`config.mk`:
```
export PLATFORM = sky130hd
export DESIGN_NAME = lb_reader
export DESIGN_NICKNAME = d
export VERILOG_FILES = /design/src/rtl/neo_lb_pkg.sv /design/src/rtl/lb_rd_ctr.sv /design/src/rtl/lb_reader.sv
export SDC_FILE = /design/constraint.sdc
export NUM_CORES = 1
export LEC_CHECK = 0
export BUFFER_PORTS_ARGS = -buffer_cell sky130_fd_sc_hd__buf_2
export CAP_MARGIN = 20
export CORE_ASPECT_RATIO = 0.8
export CORE_UTILIZATION = 44
export CTS_BUF_LIST = sky130_fd_sc_hd__clkbuf_16
export CTS_CLUSTER_SIZE = 30
export DETAILED_ROUTE_END_ITERATION = 8
export PLACE_DENSITY_LB_ADDON = 0.05
export SYNTH_ARGS = -nofsm -noshare
export SYNTH_HDL_FRONTEND = slang
export SYNTH_HIERARCHICAL = 1
export SYNTH_SLANG_ARGS = --single-unit
```
`constraint.sdc`:
```
create_clock -name CLK -period 2.5 [get_ports CLK]
set_clock_uncertainty 0.05 [all_clocks]
set_input_delay 0.25 -clock CLK [delete_from_list [all_inputs] [get_ports CLK]]
set_output_delay 0.25 -clock CLK [all_outputs]
set_load 0.03 [all_outputs]
```
`src/rtl/neo_lb_pkg.sv`:
```
// neo_lb_pkg: shared types and constants for the line-buffer readout path.
package neo_lb_pkg;

  // Reader sequencing: wait for a line, prime the RAM address, stream pixels.
  typedef enum logic [1:0] {
    ST_IDLE   = 2'd0,
    ST_FETCH  = 2'd1,
    ST_ACTIVE = 2'd2
  } lb_state_t;

  // Palette index shown when no line pixel is being emitted.
  localparam logic [11:0] BACKDROP = 12'hFFF;

  // Visible pixels per line in the standard video mode.
  localparam int DEFAULT_LINE_LEN = 320;

endpackage

```
`src/rtl/lb_rd_ctr.sv`:
```
// lb_rd_ctr: line-buffer read address plus pixel counter.
// The address wraps freely at 2^ADDR_W; the counter flags when LINE_LEN
// pixels have been stepped through since the last load.
module lb_rd_ctr
  import neo_lb_pkg::*;
#(
  parameter int LINE_LEN = DEFAULT_LINE_LEN,
  parameter int ADDR_W   = 9
) (
  input  logic              CLK,
  input  logic              nRESET,
  input  logic              i_load,
  input  logic              i_inc,
  input  logic [ADDR_W-1:0] i_base,
  output logic [ADDR_W-1:0] o_addr,
  output logic              o_tc
);

  localparam int CNT_W = $clog2(LINE_LEN + 1);

  logic [ADDR_W-1:0] r_addr;
  logic [CNT_W-1:0]  r_cnt;

  // Load restarts both at the line origin; increment advances them together.
  always_ff @(posedge CLK) begin
    if (!nRESET) begin
      r_addr <= '0;
      r_cnt  <= '0;
    end else if (i_load) begin
      r_addr <= i_base;
      r_cnt  <= '0;
    end else if (i_inc) begin
      r_addr <= r_addr + ADDR_W'(1);
      r_cnt  <= r_cnt + CNT_W'(1);
    end
  end

  assign o_addr = r_addr;
  assign o_tc   = (r_cnt == CNT_W'(LINE_LEN));

endmodule

```
`src/rtl/lb_reader.sv`:
```
// lb_reader: streams one line of pixels out of the displayed line-buffer
// bank into the palette address, two pixel ticks after the line start.
// Optional macro LB_READ_CLEAR_EN: write the backdrop value back to each
// address once it has been read, so the buffer is clean for the next fill.
// CE_PIX must not be high on two consecutive CLKs: the RAM needs one CLK
// after each address step before its data is sampled on the next tick.
module lb_reader
  import neo_lb_pkg::*;
#(
  parameter int LINE_LEN = DEFAULT_LINE_LEN,
  parameter int ADDR_W   = 9
) (
  input  logic              CLK,
  input  logic              nRESET,
  input  logic              CE_PIX,
  input  logic              LINE_START,
  input  logic [ADDR_W-1:0] H_OFS,
  output logic [ADDR_W-1:0] RD_ADDR,
  input  logic [11:0]       RD_DATA,
  output logic              WR_EN,
  output logic [ADDR_W-1:0] WR_ADDR,
  output logic [11:0]       WR_DATA,
  output logic              BANK,
  output logic [11:0]       PAL_ADDR,
  output logic              PAL_VALID,
  output logic              LINE_DONE
);

  lb_state_t         r_state;
  lb_state_t         w_next;
  logic              r_start_pend;
  logic              r_bank;
  logic              r_line_done;
  logic              r_pal_valid;
  logic [11:0]       r_pal;
  logic              w_accept;
  logic              w_load;
  logic              w_inc;
  logic              w_pixel;
  logic              w_finish;
  logic              w_tc;
  logic [ADDR_W-1:0] w_addr;

  // A start seen between pixel ticks is remembered until the next tick.
  assign w_accept = CE_PIX & (LINE_START | r_start_pend);

  lb_rd_ctr #(
    .LINE_LEN (LINE_LEN),
    .ADDR_W   (ADDR_W)
  ) u_ctr (
    .CLK    (CLK),
    .nRESET (nRESET),
    .i_load (w_load),
    .i_inc  (w_inc),
    .i_base (H_OFS),
    .o_addr (w_addr),
    .o_tc   (w_tc)
  );

  // Next state and per-tick actions; a start always wins and restarts the line.
  always_comb begin
    w_next   = r_state;
    w_load   = 1'b0;
    w_inc    = 1'b0;
    w_pixel  = 1'b0;
    w_finish = 1'b0;
    if (CE_PIX) begin
      unique case (r_state)
        ST_IDLE:   w_next = ST_IDLE;
        ST_FETCH:  w_next = ST_ACTIVE;
        ST_ACTIVE: begin
          if (w_tc) begin
            w_finish = 1'b1;
            w_next   = ST_IDLE;
          end else begin
            w_pixel = 1'b1;
            w_inc   = 1'b1;
          end
        end
        default:   w_next = ST_IDLE;
      endcase
      if (w_accept) begin
        w_next  = ST_FETCH;
        w_load  = 1'b1;
        w_inc   = 1'b0;
        w_pixel = 1'b0;
      end
    end
  end

  // State register.
  always_ff @(posedge CLK) begin
    if (!nRESET) r_state <= ST_IDLE;
    else         r_state <= w_next;
  end

  // Start latch, bank flip on every accepted start, one-CLK line-done pulse.
  always_ff @(posedge CLK) begin
    if (!nRESET) begin
      r_start_pend <= 1'b0;
      r_bank       <= 1'b0;
      r_line_done  <= 1'b0;
    end else begin
      r_line_done <= w_finish;
      if (CE_PIX)          r_start_pend <= 1'b0;
      else if (LINE_START) r_start_pend <= 1'b1;
      if (w_accept) r_bank <= ~r_bank;
    end
  end

  // Palette output register: a pixel only while streaming, backdrop otherwise.
  always_ff @(posedge CLK) begin
    if (!nRESET) begin
      r_pal       <= BACKDROP;
      r_pal_valid <= 1'b0;
    end else if (CE_PIX) begin
      if (w_pixel) begin
        r_pal       <= RD_DATA;
        r_pal_valid <= 1'b1;
      end else begin
        r_pal       <= BACKDROP;
        r_pal_valid <= 1'b0;
      end
    end
  end

  assign RD_ADDR   = w_addr;
  assign BANK      = r_bank;
  assign PAL_ADDR  = r_pal;
  assign PAL_VALID = r_pal_valid;
  assign LINE_DONE = r_line_done;

`ifdef LB_READ_CLEAR_EN
  logic              r_wr_en;
  logic [ADDR_W-1:0] r_wr_addr;

  // Queue a backdrop write to the address whose data was just consumed.
  always_ff @(posedge CLK) begin
    if (!nRESET) begin
      r_wr_en   <= 1'b0;
      r_wr_addr <= '0;
    end else begin
      r_wr_en <= w_pixel;
      if (w_pixel) r_wr_addr <= w_addr;
    end
  end

  // Gating with nRESET keeps a queued clear from landing on the reset edge.
  assign WR_EN   = r_wr_en & nRESET;
  assign WR_ADDR = r_wr_addr;
  assign WR_DATA = BACKDROP;
`else
  assign WR_EN   = 1'b0;
  assign WR_ADDR = '0;
  assign WR_DATA = BACKDROP;
`endif

endmodule

```
==> summary.md, run 1 <==
| Metric | Value |
|---|---|
| Max-cap violations | 0 |
| Die width | 74.3 um |
| Cell area after synthesis | 1840 um2 |
| Fmax achieved | 418 MHz |
| Total number of yosys warnings | 6 |
| Initial DRC count | 75 |
| Fin crit period | 2.39 ns |
| Post-route DRC | 0 |
| Num CTS Buffers | 5 |
| Area Growth Syn to Fin | 21.1% |
| Final Util | 57.0% |
| Tightest Hold Check Type | primary input to register |
| CP required | 2.64 ns |
| Longest Clk Path Bufs | 2 |
| CTS clk-pin slew, worst paths | 0.05 ns |
| Seq cells post-synth | 36 |
| Routed vias/inst | 5.22 |
| Area of the core | 3900 um2 |
| ANT cells | 0 |
| CP Cell Sequence | inv_1 > ha_1 > nor4bb_1 > and4b_2 > or3_4 > nor2_4 > buf_6 > nand4_1 > or3_1 > a21oi_1 |
| Setup WS post-layout | 0.109 ns |
| WS Path Type | register to register |
| Multi-input gate area | 961 um2 |
| Setup crit start kind | register |
| GRT Overall Usage | 19.2% |
| First-pass GRT wire length | 6440 um |
| Register area | 721 um2 |
| Via Count | 1603 |
| Commonest cells after routing, fill and taps aside | buf_2, dfxtp_1, conb_1 |
| Number of global-route vias before repair | 1496 |
| # IOs | 71 |
| Power Density | 603 nW/um2 |
| Pre-antenna DRT Iters | 4 |
| Die area | 4440 um2 |
| Final Hold Fails | 0 |
| Placer congestion estimate | 0.876 |
| Largest net degree at the start of global routing | 28 |
| Setup TNS | 0 ns |
| Drt total wl | 3990 um |
| Max Slew Vio Count | 0 |
| Setup crit end kind | register |
| Crit-path max cell delay | 0.43 ns |
| Sequential-to-total area share from yosys stat | 39.2% |
| Depth of the CTS H-tree | 2 |
| Most common cell after layout, fill and taps aside | buf_2 |
| Pre-CTS setup slack | 0.0478 ns |
| # fillers | 362 |
| Max FO, Critical Path | 9 |
| Final Power | 0.00134 W |
| Lkg Pwr | 0.887 nW |
| CTS Root Cell | clkbuf_16 |
| CTS Sinks | 36 |
| Share of cells above drive strength 1 | 31.3% |
| Overflow after GRT | 0 |
| Synth unique cells | 40 |
| WL per Instance | 13.0 um |
| Status | finished clean |
| Final setup fails | 0 |
| VDD IR max | 0.000359 V |
| Cells after synthesis | 198 |
| Crit path DAT | 2.53 ns |
| Post-DP HPWL | 2970 um |
| Clock Latency Late Sink | 0.27 ns |
| Initial antenna violation count | 0 |
| Routed Antenna Nets | 0 |
| IO buf count | 48 |
| CTS tree | yes |
| Nets | 280 |
| Row Count | 20 |
| CP max-delay cell | or3_1 |
| Die Height | 59.8 um |
| Avg Synthesized Cell Area | 9.28 um2 |
| Period utilization | 95.6% |
| Starting Density | 47.1% |
[logic make-up (layout without fill, tap and decap cells)]
family          after synthesis  count (layout)  share of synthesized area [%]
xor+xnor                      9               9                           4.29
flops                        36              36                           39.2
compound gates               42              42                           19.9
mux                           3               3                           1.63
simple gates                 66              66                           19.5
buf+inv                      37              71                           13.0
fa+ha+maj                     3               3                           2.04
other cells                   2              22                          0.409
[flip-flops by register name, summed over array words and instances, names as in the netlist]
signal,count
r_start_pend,1
r_state,2
BANK,1
u_ctr/o_addr,9
PAL_ADDR,12
LINE_DONE,1
u_ctr/r_cnt,9
PAL_VALID,1
[metal layers]
metal	global-route usage [%]	wire length, um	vias up	part of all wire [%]
met5	0	0	-	0
met4	7.01	13	0	0.33
met3	5.23	264	2	6.6
met2	31.9	2030	57	51
met1	23.8	1690	768	42
li1	-	-	776	-
[cells in the mapped netlist]
cell type,n,area [um2]
a211oi_1,2,15.0
a21oi_1,8,40.0
a31oi_1,2,12.5
a32o_1,1,10.0
and2_1,1,6.26
and4b_1,1,10.0
and4b_2,1,11.3
buf_2,5,25.0
buf_4,23,173
buf_6,1,11.3
clkbuf_1,2,7.51
conb_1,2,7.51
dfxtp_1,36,721
ha_1,3,37.5
inv_1,6,22.5
mux2i_1,3,30.0
nand2_1,20,75.1
nand3_1,6,30.0
nand3_2,1,10.0
nand3b_1,1,7.51
nand3b_2,1,11.3
nand4_1,6,37.5
nor2_1,13,48.8
nor2b_1,2,12.5
nor3b_1,3,22.5
nor4bb_1,1,10.0
o2111ai_1,1,8.76
o211a_1,1,10.0
o211ai_1,1,7.51
o21a_1,1,7.51
o21ai_0,10,50.1
o221ai_1,1,8.76
o31ai_1,2,15.0
o32ai_1,2,17.5
o32ai_2,10,163
or3_1,4,25.0
or3_4,1,11.3
or4_1,4,30.0
xnor2_1,3,26.3
xor2_1,6,52.6
[through the flow]
stage | instances | area, um2 | hold WS, ns
final | 307 | 2230 | 0.171
after global routing | 307 | 2230 | 0.173
after CTS | 304 | 2190 | 0.164
after detailed placement | 297 | 2060 | 0.436
after global placement | 297 | 2060 | 0.408
after floorplan | 218 | 1910 | 0.338
[where the power goes]
group / internal (W) / switching, W
sequential: 0.000589 / 0.0000164
combinational: 0.0000477 / 0.000124
clock: 0.000357 / 0.000207
[path summary, 6_finish.rpt]
check	start	end	slack [ns]	cells past startpoint
setup reg to reg	u_ctr/r_cnt[0]	u_ctr/r_cnt[8]	0.11	10
hold reg to reg	PAL_ADDR[4]	PAL_ADDR[4]	0.45	2
setup / recovery	u_ctr/r_cnt[0]	u_ctr/r_cnt[8]	0.11	10
hold / removal	H_OFS[0]	u_ctr/o_addr[0]	0.17	3
[area by class of cell]
class	instances	area share, %
multi-input combinational	145	43.2
sequential	36	32.4
timing repair buffer	58	14.3
clock buffer	5	5.62
tap	55	3.09
inverter	6	1.01
clock inverter	2	0.393
[what timing repair did]
action | 4_1_cts | 5_1_grt
setup endpoints to repair | 0 | 8
hold buffers | 0 | 0
gates resized for setup | 0 | 3
setup buffers | 0 | 3
[critical path, delay by kind of cell (launching register included)]
kind / cells / cell delay (ns)
buffers and inverters: 2 / 0.19
and+or+nand+nor: 6 / 1.44
AOI/OAI and AO/OA: 1 / 0.14
adders and majority gates: 1 / 0.17
DFF: 1 / 0.32
Power figures use the tool's default switching activity.
==> run 2, diff against run 1 <==
Settings changed: ABC_AREA from default to 1.
==> run 2 against run 1 <==
Utilization decreased by 0.32 points. First-iteration DRC count decreased by 24%. Largest cell class unchanged. Combinational power increased by 3%. Clock-buffer cell count unchanged. Cell count increased by 15%. Maximum frequency increased by 11%. Power increased by 11%. Sequential cell count unchanged. Via count decreased by 1.6%. Critical endpoint is now u_ctr/o_addr[1]. Setup slack improved by 0.23 ns.
==> summary.md, run 2 <==
| Metric | Value |
|---|---|
| Area of the core | 3900 um2 (unchanged) |
| Tightest Hold Check Type | primary input to register |
| CTS Root Cell | clkbuf_16 |
| Lkg Pwr | 1.02 nW (+16%) |
| Max-cap violations | 0 (unchanged) |
| CTS Sinks | 36 (unchanged) |
| Share of cells above drive strength 1 | 27.1% (-4.3 points) |
| Hold Path End | PAL_ADDR[0] |
| Synth top cells by count | nor2_1, dfxtp_1, nand2_1 |
| Worst R2R End | u_ctr/o_addr[1] |
| Final Hold Fails | 0 (unchanged) |
| IO buf count | 48 (unchanged) |
| Overflow after GRT | 0 (unchanged) |
| Cells after synthesis | 246 (+24%) |
| Largest net degree at the start of global routing | 15 (-46%) |
| Max FFs per register | 12 (unchanged) |
| Dominant cell type by area after synthesis | dfxtp_1 |
| Num CTS Buffers | 5 (unchanged) |
| Hold_sp | RD_DATA[0] |
| First-pass GRT wire length | 5780 um (-10%) |
| Sw frac | 25.6% (-0.26 points) |
| RSZ-0062 raised after global routing | false |
| GRT Overall Usage | 17.5% (-1.7 points) |
| Starting Density | 47.3% (+0.26 points) |
| Setup TNS | 0 ns (unchanged) |
| Pre-antenna DRT Iters | 4 (unchanged) |
| WS Path Type | register to register |
| CTS tree | yes |
| Post-route DRC | 0 (unchanged) |
| Register-to-Register Path Depth | 14 (+4) |
| Cell area after synthesis | 1850 um2 (+0.54%) |
| CP required | 2.68 ns (+0.04 ns) |
| Die width | 74.5 um (+0.26%) |
| Tightest Pin Transition | 0.619 ns |
| Hold-fix buffers, CTS | 0 (unchanged) |
| Final setup fails | 0 (unchanged) |
| Number of global-route vias before repair | 1276 (-15%) |
| Die Height | 60.0 um (+0.26%) |
| Reg2Reg Launch Point | u_ctr/r_cnt[0] |
| Most common cell after layout, fill and taps aside | buf_2 |
| Seq cells post-synth | 36 (unchanged) |
| VDD IR max | 0.000378 V (+5.2%) |
| Routed vias/inst | 4.46 (-15%) |
| Slew headroom | 58.7% |
| Routed Antenna Nets | 0 (unchanged) |
| # IOs | 71 (unchanged) |
| Synth unique cells | 31 (-23%) |
| Most numerous cell in the Yosys netlist | nor2_1 |
| Post-CTS sizing | 0 (unchanged) |
| Reg power frac | 40.8% (-4.3 points) |
| Crit path DAT | 2.34 ns (-0.19 ns) |
| Post-DP HPWL | 2740 um (-7.6%) |
| Period utilization | 86.4% (-9.2 points) |
| Setup crit start kind | register |
| Power Density | 671 nW/um2 (+11%) |
| Clock Latency Late Sink | 0.28 ns (about the same) |
| Switch Pwr | 0.000381 W (+9.6%) |
| Via Count | 1578 (-1.6%) |
| Status | finished clean |
| Setup crit end kind | register |
| Commonest cells after routing, fill and taps aside | buf_2, nor2_1, dfxtp_1, nand2_1, inv_1 |
| Die area | 4460 um2 (+0.52%) |
| Total number of yosys warnings | 6 (unchanged) |
| Post-CTS Setup Bufs | 0 (unchanged) |
| Fin crit period | 2.16 ns (-0.230 ns) |
| R2R setup slack | 0.34 ns (+0.23 ns) |
| Initial antenna violation count | 0 (unchanged) |
| Drt total wl | 3760 um (-5.9%) |
| Max Slew Vio Count | 0 (unchanged) |
| Avg Synthesized Cell Area | 7.51 um2 (-19%) |
| Sequential-to-total area share from yosys stat | 39.0% (-0.21 points) |
| Row Count | 20 (unchanged) |
| Max FO, Critical Path | 7 (-2) |
| Ys async rst share | 0% (unchanged) |
| Nets | 326 (+16%) |
| Hold_ws | 0.126 ns (-0.0445 ns) |
| Top cells by area, synth | dfxtp_1, buf_4, nor2_1, nand2_1, inv_1 |
| Yosys top cell area share | 39.0% (-0.21 points) |
| Post-synth top flop | dfxtp_1 |
| Clock power frac | 47.2% (+5.2 points) |
| Initial DRC count | 57 (-24%) |
| Cell Int Power | 0.00110 W (+11%) |
| Number of synthesized flops with an enable pin | 0 (unchanged) |
| ANT cells | 0 (unchanged) |
| Worst hold path depth | 3 (unchanged) |
| WL per Instance | 10.6 um (-18%) |
| Longest Clk Path Bufs | 2 (unchanged) |
| Logic pwr share | 12.0% (-0.8 points) |
| Fmax achieved | 463 MHz (+11%) |
| Depth of the CTS H-tree | 2 (unchanged) |
| CTS clk-pin slew, worst paths | 0.06 ns (about the same) |
| Placer congestion estimate | 0.832 (-4.9%) |
| Area Growth Syn to Fin | 19.8% |
==> run 2: worst max path at each step <==
stage / start / to / depth (start not counted)
2_1_floorplan: u_ctr/r_cnt[0] / u_ctr/o_addr[5] / 10
3_3_place_gp: u_ctr/r_cnt[0] / u_ctr/o_addr[1] / 14
3_5_place_dp: u_ctr/r_cnt[0] / u_ctr/o_addr[1] / 14
4_1_cts: u_ctr/r_cnt[0] / u_ctr/o_addr[1] / 14
5_1_grt: u_ctr/r_cnt[1] / u_ctr/o_addr[5] / 12
6_report: u_ctr/r_cnt[0] / u_ctr/o_addr[1] / 14
==> run 2: per-layer routing <==
metal  up-vias  share of wire (%)  global-route usage, %
met5         -                  0                      0
met4         0               0.90                   7.28
met3         4                7.6                   4.72
met2        62                 42                   25.1
met1       667                 50                   24.5
li1        845                  -                      -
==> run 2: layout make-up <==
cell class | count | area (um2)
fill | 396 | 1690
multi-input combinational | 179 | 903
sequential | 36 | 721
timing repair buffer | 50 | 255
clock buffer | 5 | 125
inverter | 26 | 97.6
tap | 55 | 68.8
clock inverter | 3 | 42.5
==> run 2: kinds of logic (layout without fill, tap and decap cells) <==
family	after synthesis	count (layout)	synth area share, %
DFF	36	36	39.0
xor gates and xnor gates	2	2	0.948
buffers and inverters	51	84	16.2
and+or+nand+nor	122	122	32.3
other	2	22	0.406
AOI/OAI and AO/OA	30	30	9.14
adders and majority gates	3	3	2.03
==> run 2: power groups by stage <==
stage                     Combinational [W]  Sequential [W]  Clock (W)
after floorplan                    0.000134        0.000640          0
after global placement             0.000177        0.000618          0
after detailed placement           0.000178        0.000618          0
after CTS                          0.000179        0.000606   0.000716
after global routing               0.000196        0.000608   0.000742
final                              0.000178        0.000606   0.000702
==> run 2: critical path, stage by stage, from the launching register on <==
cell	delay, ns
dfxtp_1	0.32
inv_1	0.09
ha_1	0.14
nand2_1	0.05
nor4_1	0.24
buf_4	0.18
nor2_4	0.04
nand2_1	0.08
nor2_1	0.05
buf_4	0.16
nor2_1	0.37
nand2_1	0.11
nand3_1	0.10
nand2_1	0.06
inv_1	0.06
==> run 2: stage by stage <==
stage          instances  total power (W)  setup slack [ns]  utilization (%)  area [um2]
6_report             354          0.00149             0.339             56.7        2210
3_3_place_gp         346         0.000795             0.431             52.4        2050
3_5_place_dp         346         0.000796             0.377             52.4        2050
4_1_cts              354          0.00150             0.343             56.7        2210
5_1_grt              354          0.00155             0.136             56.7        2210
2_1_floorplan        266         0.000774             0.563                -        1920
